File: config.mk
export PLATFORM = sky130hd
export DESIGN_NAME = id_stage_pipe
export DESIGN_NICKNAME = d
export VERILOG_FILES = /design/src/rtl/id_stage_pipe.sv
export SDC_FILE = /design/constraint.sdc
export NUM_CORES = 1
export LEC_CHECK = 0
export CAP_MARGIN = 20
export CORE_MARGIN = 4
export CORE_UTILIZATION = 25
export CTS_CLUSTER_DIAMETER = 60
export DETAILED_ROUTE_END_ITERATION = 16
export SYNTH_ARGS = -nofsm -noshare
export SYNTH_HDL_FRONTEND = slang
export SYNTH_SLANG_ARGS = --single-unit
File: constraint.sdc
create_clock -name clk -period 2.8 [get_ports clk]
set_clock_uncertainty 0.05 [all_clocks]
set_input_delay 0.28 -clock clk [delete_from_list [all_inputs] [get_ports clk]]
set_output_delay 0.28 -clock clk [all_outputs]
set_load 0.01 [all_outputs]
File: src/rtl/id_stage_pipe.sv
// Integer-pipeline decode stage: decodes OP-IMM and, optionally, OP instructions,
// drives the register-file read ports and holds the result in an ID/EX register.
module id_stage_pipe #(
   parameter int          DATA_WIDTH    = 32,
   parameter int          RADDR_WIDTH   = 5,
   parameter int unsigned SUPPORT_RTYPE = 1
) (
   input  logic                   clk,
   input  logic                   rst_n,
   input  logic                   flush_i,
   input  logic [31:0]            inst_i,
   input  logic                   inst_valid_i,
   output logic                   inst_ready_o,
   input  logic [DATA_WIDTH-1:0]  reg1_rdata_i,
   input  logic [DATA_WIDTH-1:0]  reg2_rdata_i,
   output logic [RADDR_WIDTH-1:0] reg1_raddr_o,
   output logic [RADDR_WIDTH-1:0] reg2_raddr_o,
   output logic                   reg1_re_o,
   output logic                   reg2_re_o,
   output logic                   ex_valid_o,
   input  logic                   ex_ready_i,
   output logic [DATA_WIDTH-1:0]  op1_o,
   output logic [DATA_WIDTH-1:0]  op2_o,
   output logic [3:0]             alu_op_o,
   output logic                   reg_we_o,
   output logic [RADDR_WIDTH-1:0] reg_waddr_o,
   output logic                   illegal_o
);

   localparam int SHAMT_W = (DATA_WIDTH == 64) ? 6 : 5;
   localparam int UP_W    = 12 - SHAMT_W;

   // srai marker sits one bit below the top of the bits above shamt
   localparam logic [UP_W-1:0] SRAI_PAT = UP_W'(1) << (UP_W - 2);

   localparam logic [6:0] OPC_OP_IMM = 7'b0010011;
   localparam logic [6:0] OPC_OP     = 7'b0110011;

   localparam logic [3:0] ALU_ADD  = 4'd0;
   localparam logic [3:0] ALU_SUB  = 4'd1;
   localparam logic [3:0] ALU_SLL  = 4'd2;
   localparam logic [3:0] ALU_SLT  = 4'd3;
   localparam logic [3:0] ALU_SLTU = 4'd4;
   localparam logic [3:0] ALU_XOR  = 4'd5;
   localparam logic [3:0] ALU_SRL  = 4'd6;
   localparam logic [3:0] ALU_SRA  = 4'd7;
   localparam logic [3:0] ALU_OR   = 4'd8;
   localparam logic [3:0] ALU_AND  = 4'd9;

   logic [6:0]            opcode;
   logic [2:0]            funct3;
   logic [6:0]            funct7;
   logic [4:0]            rd;
   logic [UP_W-1:0]       shamt_hi;
   logic [DATA_WIDTH-1:0] imm_sext;
   logic [DATA_WIDTH-1:0] shamt_ext;
   logic                  is_opimm;
   logic                  is_op;

   logic                   dec_illegal;
   logic [3:0]             dec_alu;
   logic [DATA_WIDTH-1:0]  dec_op1;
   logic [DATA_WIDTH-1:0]  dec_op2;
   logic                   dec_we;
   logic [RADDR_WIDTH-1:0] dec_waddr;

   logic                   ex_valid_q;
   logic [DATA_WIDTH-1:0]  op1_q;
   logic [DATA_WIDTH-1:0]  op2_q;
   logic [3:0]             alu_op_q;
   logic                   reg_we_q;
   logic [RADDR_WIDTH-1:0] reg_waddr_q;
   logic                   illegal_q;
   logic                   accept;

   assign opcode    = inst_i[6:0];
   assign rd        = inst_i[11:7];
   assign funct3    = inst_i[14:12];
   assign funct7    = inst_i[31:25];
   assign shamt_hi  = inst_i[31:20+SHAMT_W];
   assign imm_sext  = {{(DATA_WIDTH-12){inst_i[31]}}, inst_i[31:20]};
   assign shamt_ext = DATA_WIDTH'(inst_i[20 +: SHAMT_W]);
   assign is_opimm  = (opcode == OPC_OP_IMM);
   assign is_op     = (SUPPORT_RTYPE != 0) && (opcode == OPC_OP);

   always_comb begin
      reg1_raddr_o = '0;
      reg2_raddr_o = '0;
      reg1_re_o    = 1'b0;
      reg2_re_o    = 1'b0;
      if (inst_valid_i) begin
         if (is_opimm) begin
            reg1_raddr_o = RADDR_WIDTH'(inst_i[19:15]);
            reg1_re_o    = 1'b1;
         end else if (is_op) begin
            reg1_raddr_o = RADDR_WIDTH'(inst_i[19:15]);
            reg2_raddr_o = RADDR_WIDTH'(inst_i[24:20]);
            reg1_re_o    = 1'b1;
            reg2_re_o    = 1'b1;
         end
      end
   end

   always_comb begin
      dec_illegal = 1'b1;
      dec_alu     = ALU_ADD;
      dec_op1     = '0;
      dec_op2     = '0;
      if (is_opimm) begin
         dec_illegal = 1'b0;
         dec_op1     = reg1_rdata_i;
         dec_op2     = imm_sext;
         case (funct3)
            3'b000: dec_alu = ALU_ADD;
            3'b010: dec_alu = ALU_SLT;
            3'b011: dec_alu = ALU_SLTU;
            3'b100: dec_alu = ALU_XOR;
            3'b110: dec_alu = ALU_OR;
            3'b111: dec_alu = ALU_AND;
            3'b001: begin
               dec_alu     = ALU_SLL;
               dec_op2     = shamt_ext;
               dec_illegal = (shamt_hi != '0);
            end
            3'b101: begin
               dec_op2 = shamt_ext;
               if (shamt_hi == '0)
                  dec_alu = ALU_SRL;
               else if (shamt_hi == SRAI_PAT)
                  dec_alu = ALU_SRA;
               else
                  dec_illegal = 1'b1;
            end
         endcase
      end else if (is_op) begin
         dec_op1 = reg1_rdata_i;
         dec_op2 = reg2_rdata_i;
         if (funct7 == 7'b0000000) begin
            dec_illegal = 1'b0;
            case (funct3)
               3'b000: dec_alu = ALU_ADD;
               3'b001: dec_alu = ALU_SLL;
               3'b010: dec_alu = ALU_SLT;
               3'b011: dec_alu = ALU_SLTU;
               3'b100: dec_alu = ALU_XOR;
               3'b101: dec_alu = ALU_SRL;
               3'b110: dec_alu = ALU_OR;
               3'b111: dec_alu = ALU_AND;
            endcase
         end else if (funct7 == 7'b0100000) begin
            if (funct3 == 3'b000) begin
               dec_illegal = 1'b0;
               dec_alu     = ALU_SUB;
            end else if (funct3 == 3'b101) begin
               dec_illegal = 1'b0;
               dec_alu     = ALU_SRA;
            end
         end
      end
      // an illegal instruction travels down the pipe as an inert bubble with a flag
      if (dec_illegal) begin
         dec_alu = ALU_ADD;
         dec_op1 = '0;
         dec_op2 = '0;
      end
   end

   assign dec_we    = !dec_illegal && (rd != 5'd0);
   assign dec_waddr = dec_illegal ? '0 : RADDR_WIDTH'(rd);

   assign inst_ready_o = !flush_i && (!ex_valid_q || ex_ready_i);
   assign accept       = inst_valid_i && inst_ready_o;

   always_ff @(posedge clk) begin
      if (!rst_n) begin
         ex_valid_q  <= 1'b0;
         op1_q       <= '0;
         op2_q       <= '0;
         alu_op_q    <= '0;
         reg_we_q    <= 1'b0;
         reg_waddr_q <= '0;
         illegal_q   <= 1'b0;
      end else if (flush_i) begin
         ex_valid_q <= 1'b0;
         reg_we_q   <= 1'b0;
         illegal_q  <= 1'b0;
      end else if (accept) begin
         ex_valid_q  <= 1'b1;
         op1_q       <= dec_op1;
         op2_q       <= dec_op2;
         alu_op_q    <= dec_alu;
         reg_we_q    <= dec_we;
         reg_waddr_q <= dec_waddr;
         illegal_q   <= dec_illegal;
      end else if (ex_ready_i) begin
         ex_valid_q <= 1'b0;
      end
   end

   assign ex_valid_o  = ex_valid_q;
   assign op1_o       = op1_q;
   assign op2_o       = op2_q;
   assign alu_op_o    = alu_op_q;
   assign reg_we_o    = reg_we_q;
   assign reg_waddr_o = reg_waddr_q;
   assign illegal_o   = illegal_q;

endmodule

==> impl_metrics.ini <==
[pwr]
p_int_w = 0.00197
power_frac_seq_pct = 42.9
switchingPower_w = 0.000561
pwr-share-clk_pct = 46.3
switching_share_pct = 22.2
power_leakage_nw = 2.01
powerDensity_mw_per_mm2 = 458
ir_drop_mv = 0.381
power_frac_comb_pct = 10.8
p_total_w = 0.00253

[worst_hold_path]
hold_path_class = reg -> reg
hold_path_depth = 2
min_to = op2_o[30]
hp-start = op2_o[30]

[setup_path]
end_kind = primary output
slowest_delay_ns = 0.55
required_ns = 2.47
rr_endpoint = op1_o[2]
cp_cell_sequence = clkdlybuf4s50_1, nand4bb_4, nor2_1, and3_1, clkdlybuf4s50_1
worstSetupStartpointType = input pin
cp_slowest_cell = clkdlybuf4s50_1
path_class = in -> out
crit_cells = 5
crit_fanout = 7
critPathArrivalTime_ns = 2.07
reg2reg_depth = 6
crit_top_cell = clkdlybuf4s50_1
path_buf_inv = 2
critPathTopFamily = buffers and inverters
reg2reg_slack_ns = 1.16
worstReg2RegStart = ex_valid_o

[timing]
period_needed_ns = 2.40
min_period_over_period_pct = 85.8
hold_viol = 0
worst_pin_slew_ns = 0.425
setup_violations = 0
slew_violations = 0
max_freq_ghz = 0.416
slew_headroom_pct = 71.6
rsz0062_at_grt = no
tns_ns = 0
timing.final.ws_setup_ns = 0.398
hold_slack_ns = 0.397

[clocking]
cts.sinks = 76
ctsLongestPathBuffers = 2
cts_setup_buffers = 0
cts_buffers = 9
cts_max_level = 3
post_cts_resized = 0
cts_tree = yes
clk-insertion-delay-late_ns = 0.33
cts_hold_buffers = 0
clock_tree.root_cell = clkbuf_16
clkTransAtPathRegs_ns = 0.06

[die]
die_w_um = 120
std_cell_rows = 40
die_h_um = 120
num_io_pins = 190
initial_utilization_pct = 25.8
core_sq_mm = 0.0122
die_area_sq_mm = 0.0144

[logic_synthesis]
synth-simple-area-share_pct = 17.7
synth_xor_area_share_pct = 0
synth_area_per_cell_sq_um = 9.46
ys_ff_latch = 76
ys_seq_area_share_pct = 48.4
synth_fa_ha_area_share_pct = 1.99
ys.flop_type = dfxtp_1
syn_nets = 438
synthMuxAreaShare_pct = 3.86
synth_compound_area_share_pct = 23.9
synthArstFlopShare_pct = 0
synth_cell_types = 45
synth_top_family_by_area = compound AO/OA/AOI/OAI gates
synth_area_sq_mm = 0.00314
post_synth_inst_count = 332
synth_edf_count = 0
ys_warn_count = 0

[final_layout]
final_common_cell = clkdlybuf4s50_1
fillCellCount = 1171
layout_common_cells = clkdlybuf4s50_1, dfxtp_1, nand2_1, a22o_1, o21ai_0
nets = 625
drive_gt1_share_pct = 7.25
final_area_sq_mm = 0.00553
syn_to_final_growth_pct = 76.0
antenna-diode-count = 0

[global_routing]
grt_pass1_vias = 3149
antenna_found_initial = 0
grt_first_pass_wirelength_um = 16700
grt_max_degree = 39
grt_use_total_pct = 14.6
grt.overflow.total = 0

[outcome]
status = complete, no violations

[route]
dr.pass1.iters = 4
drtAntennaViolNets = 0
vias_per_cell = 4.61
wl_per_cell_um = 15.2
num_vias = 3193
drtIter0Drc = 201
drc = 0
finalWirelength_um = 10500

[place]
io_buffers = 189
place_congestion = 0.874
dp_hpwl_um = 8000
pre_cts_ws_ns = 0.0803
place_area_sq_mm = 0.00522

[job]
cap_violations = 0
-- worst register-to-register path, cell delays in order, from the launching register on --
cell	delay, ns
dfxtp_1	0.32
nand2b_1	0.09
nand2_1	0.13
nor3_2	0.26
o21a_1	0.16
buf_4	0.36
a22o_1	0.21
-- state kept, by name, summed over array words and instances (netlist names) --
name	count
reg_waddr_o	5
reg_we_o	1
ex_valid_o	1
illegal_o	1
alu_op_o	4
op2_o	32
op1_o	32
-- worst max path at each step --
| stage | start | to | slack [ns] |
|---|---|---|---|
| 2_1_floorplan | inst_i[13] | op1_o[10] | 0.92 |
| 3_3_place_gp | inst_i[13] | alu_op_o[0] | 0.18 |
| 3_5_place_dp | inst_i[13] | alu_op_o[0] | 0.08 |
| 4_1_cts | inst_i[1] | reg1_raddr_o[3] | 0.35 |
| 5_1_grt | inst_i[2] | reg1_raddr_o[3] | 0.24 |
| 6_report | inst_i[2] | reg1_raddr_o[3] | 0.40 |
-- kinds of logic (layout without fill, tap and decap cells) --
group,after synthesis,count (layout)
compound gates,113,113
mux,12,12
simple gates,99,99
buf+inv,27,219
fa+ha+maj,5,5
flops,76,76
-- metal layers --
metal | track usage, % | part of all wire, % | up-vias
met4 | 3.08 | 0.73 | 0
met2 | 24.2 | 48 | 122
met1 | 17.1 | 42 | 1494
li1 | - | - | 1572
met5 | 0 | 0 | -
met3 | 7.35 | 9.5 | 5
-- synthesized netlist by cell type, types with 4 or more instances --
library cell  count  share of area (%)
nor2_1           11                1.3
dfxtp_1          76                 48
a22o_1           37                 10
mux2i_1          11                3.5
and3_1            6                1.2
clkbuf_1         17                2.0
a21oi_1          25                4.0
nand2b_1          4               0.80
inv_1             4               0.48
nand2_1          41                4.9
ha_1              5                2.0
o21ai_0          33                5.3
o21ai_1           4               0.64
and2_1            8                1.6
nor2b_1           8                1.6
-- power groups by stage --
stage	clock (W)	combinational, W	sequential (W)
after floorplan	0	0.0000878	0.00111
after global placement	0	0.000272	0.00111
after detailed placement	0	0.000276	0.00111
after CTS	0.00122	0.000277	0.00108
after global routing	0.00127	0.000298	0.00108
final	0.00117	0.000274	0.00108
-- stage by stage --
step,util (%),cells
2_1_floorplan,-,332
3_3_place_gp,43.0,676
3_5_place_dp,43.0,676
4_1_cts,45.4,692
5_1_grt,45.4,692
6_report,45.4,692
-- cell type report --
cell class | count | area, sq um | area share, %
clock inverter | 5 | 60.1 | 1.09
timing repair buffer | 199 | 1980 | 35.8
multi-input combinational | 229 | 1500 | 27.1
clock buffer | 11 | 243 | 4.39
tap | 168 | 210 | 3.80
sequential | 76 | 1520 | 27.5
inverter | 4 | 15.0 | 0.272
No activity file was read; power rests on OpenSTA's default activity.
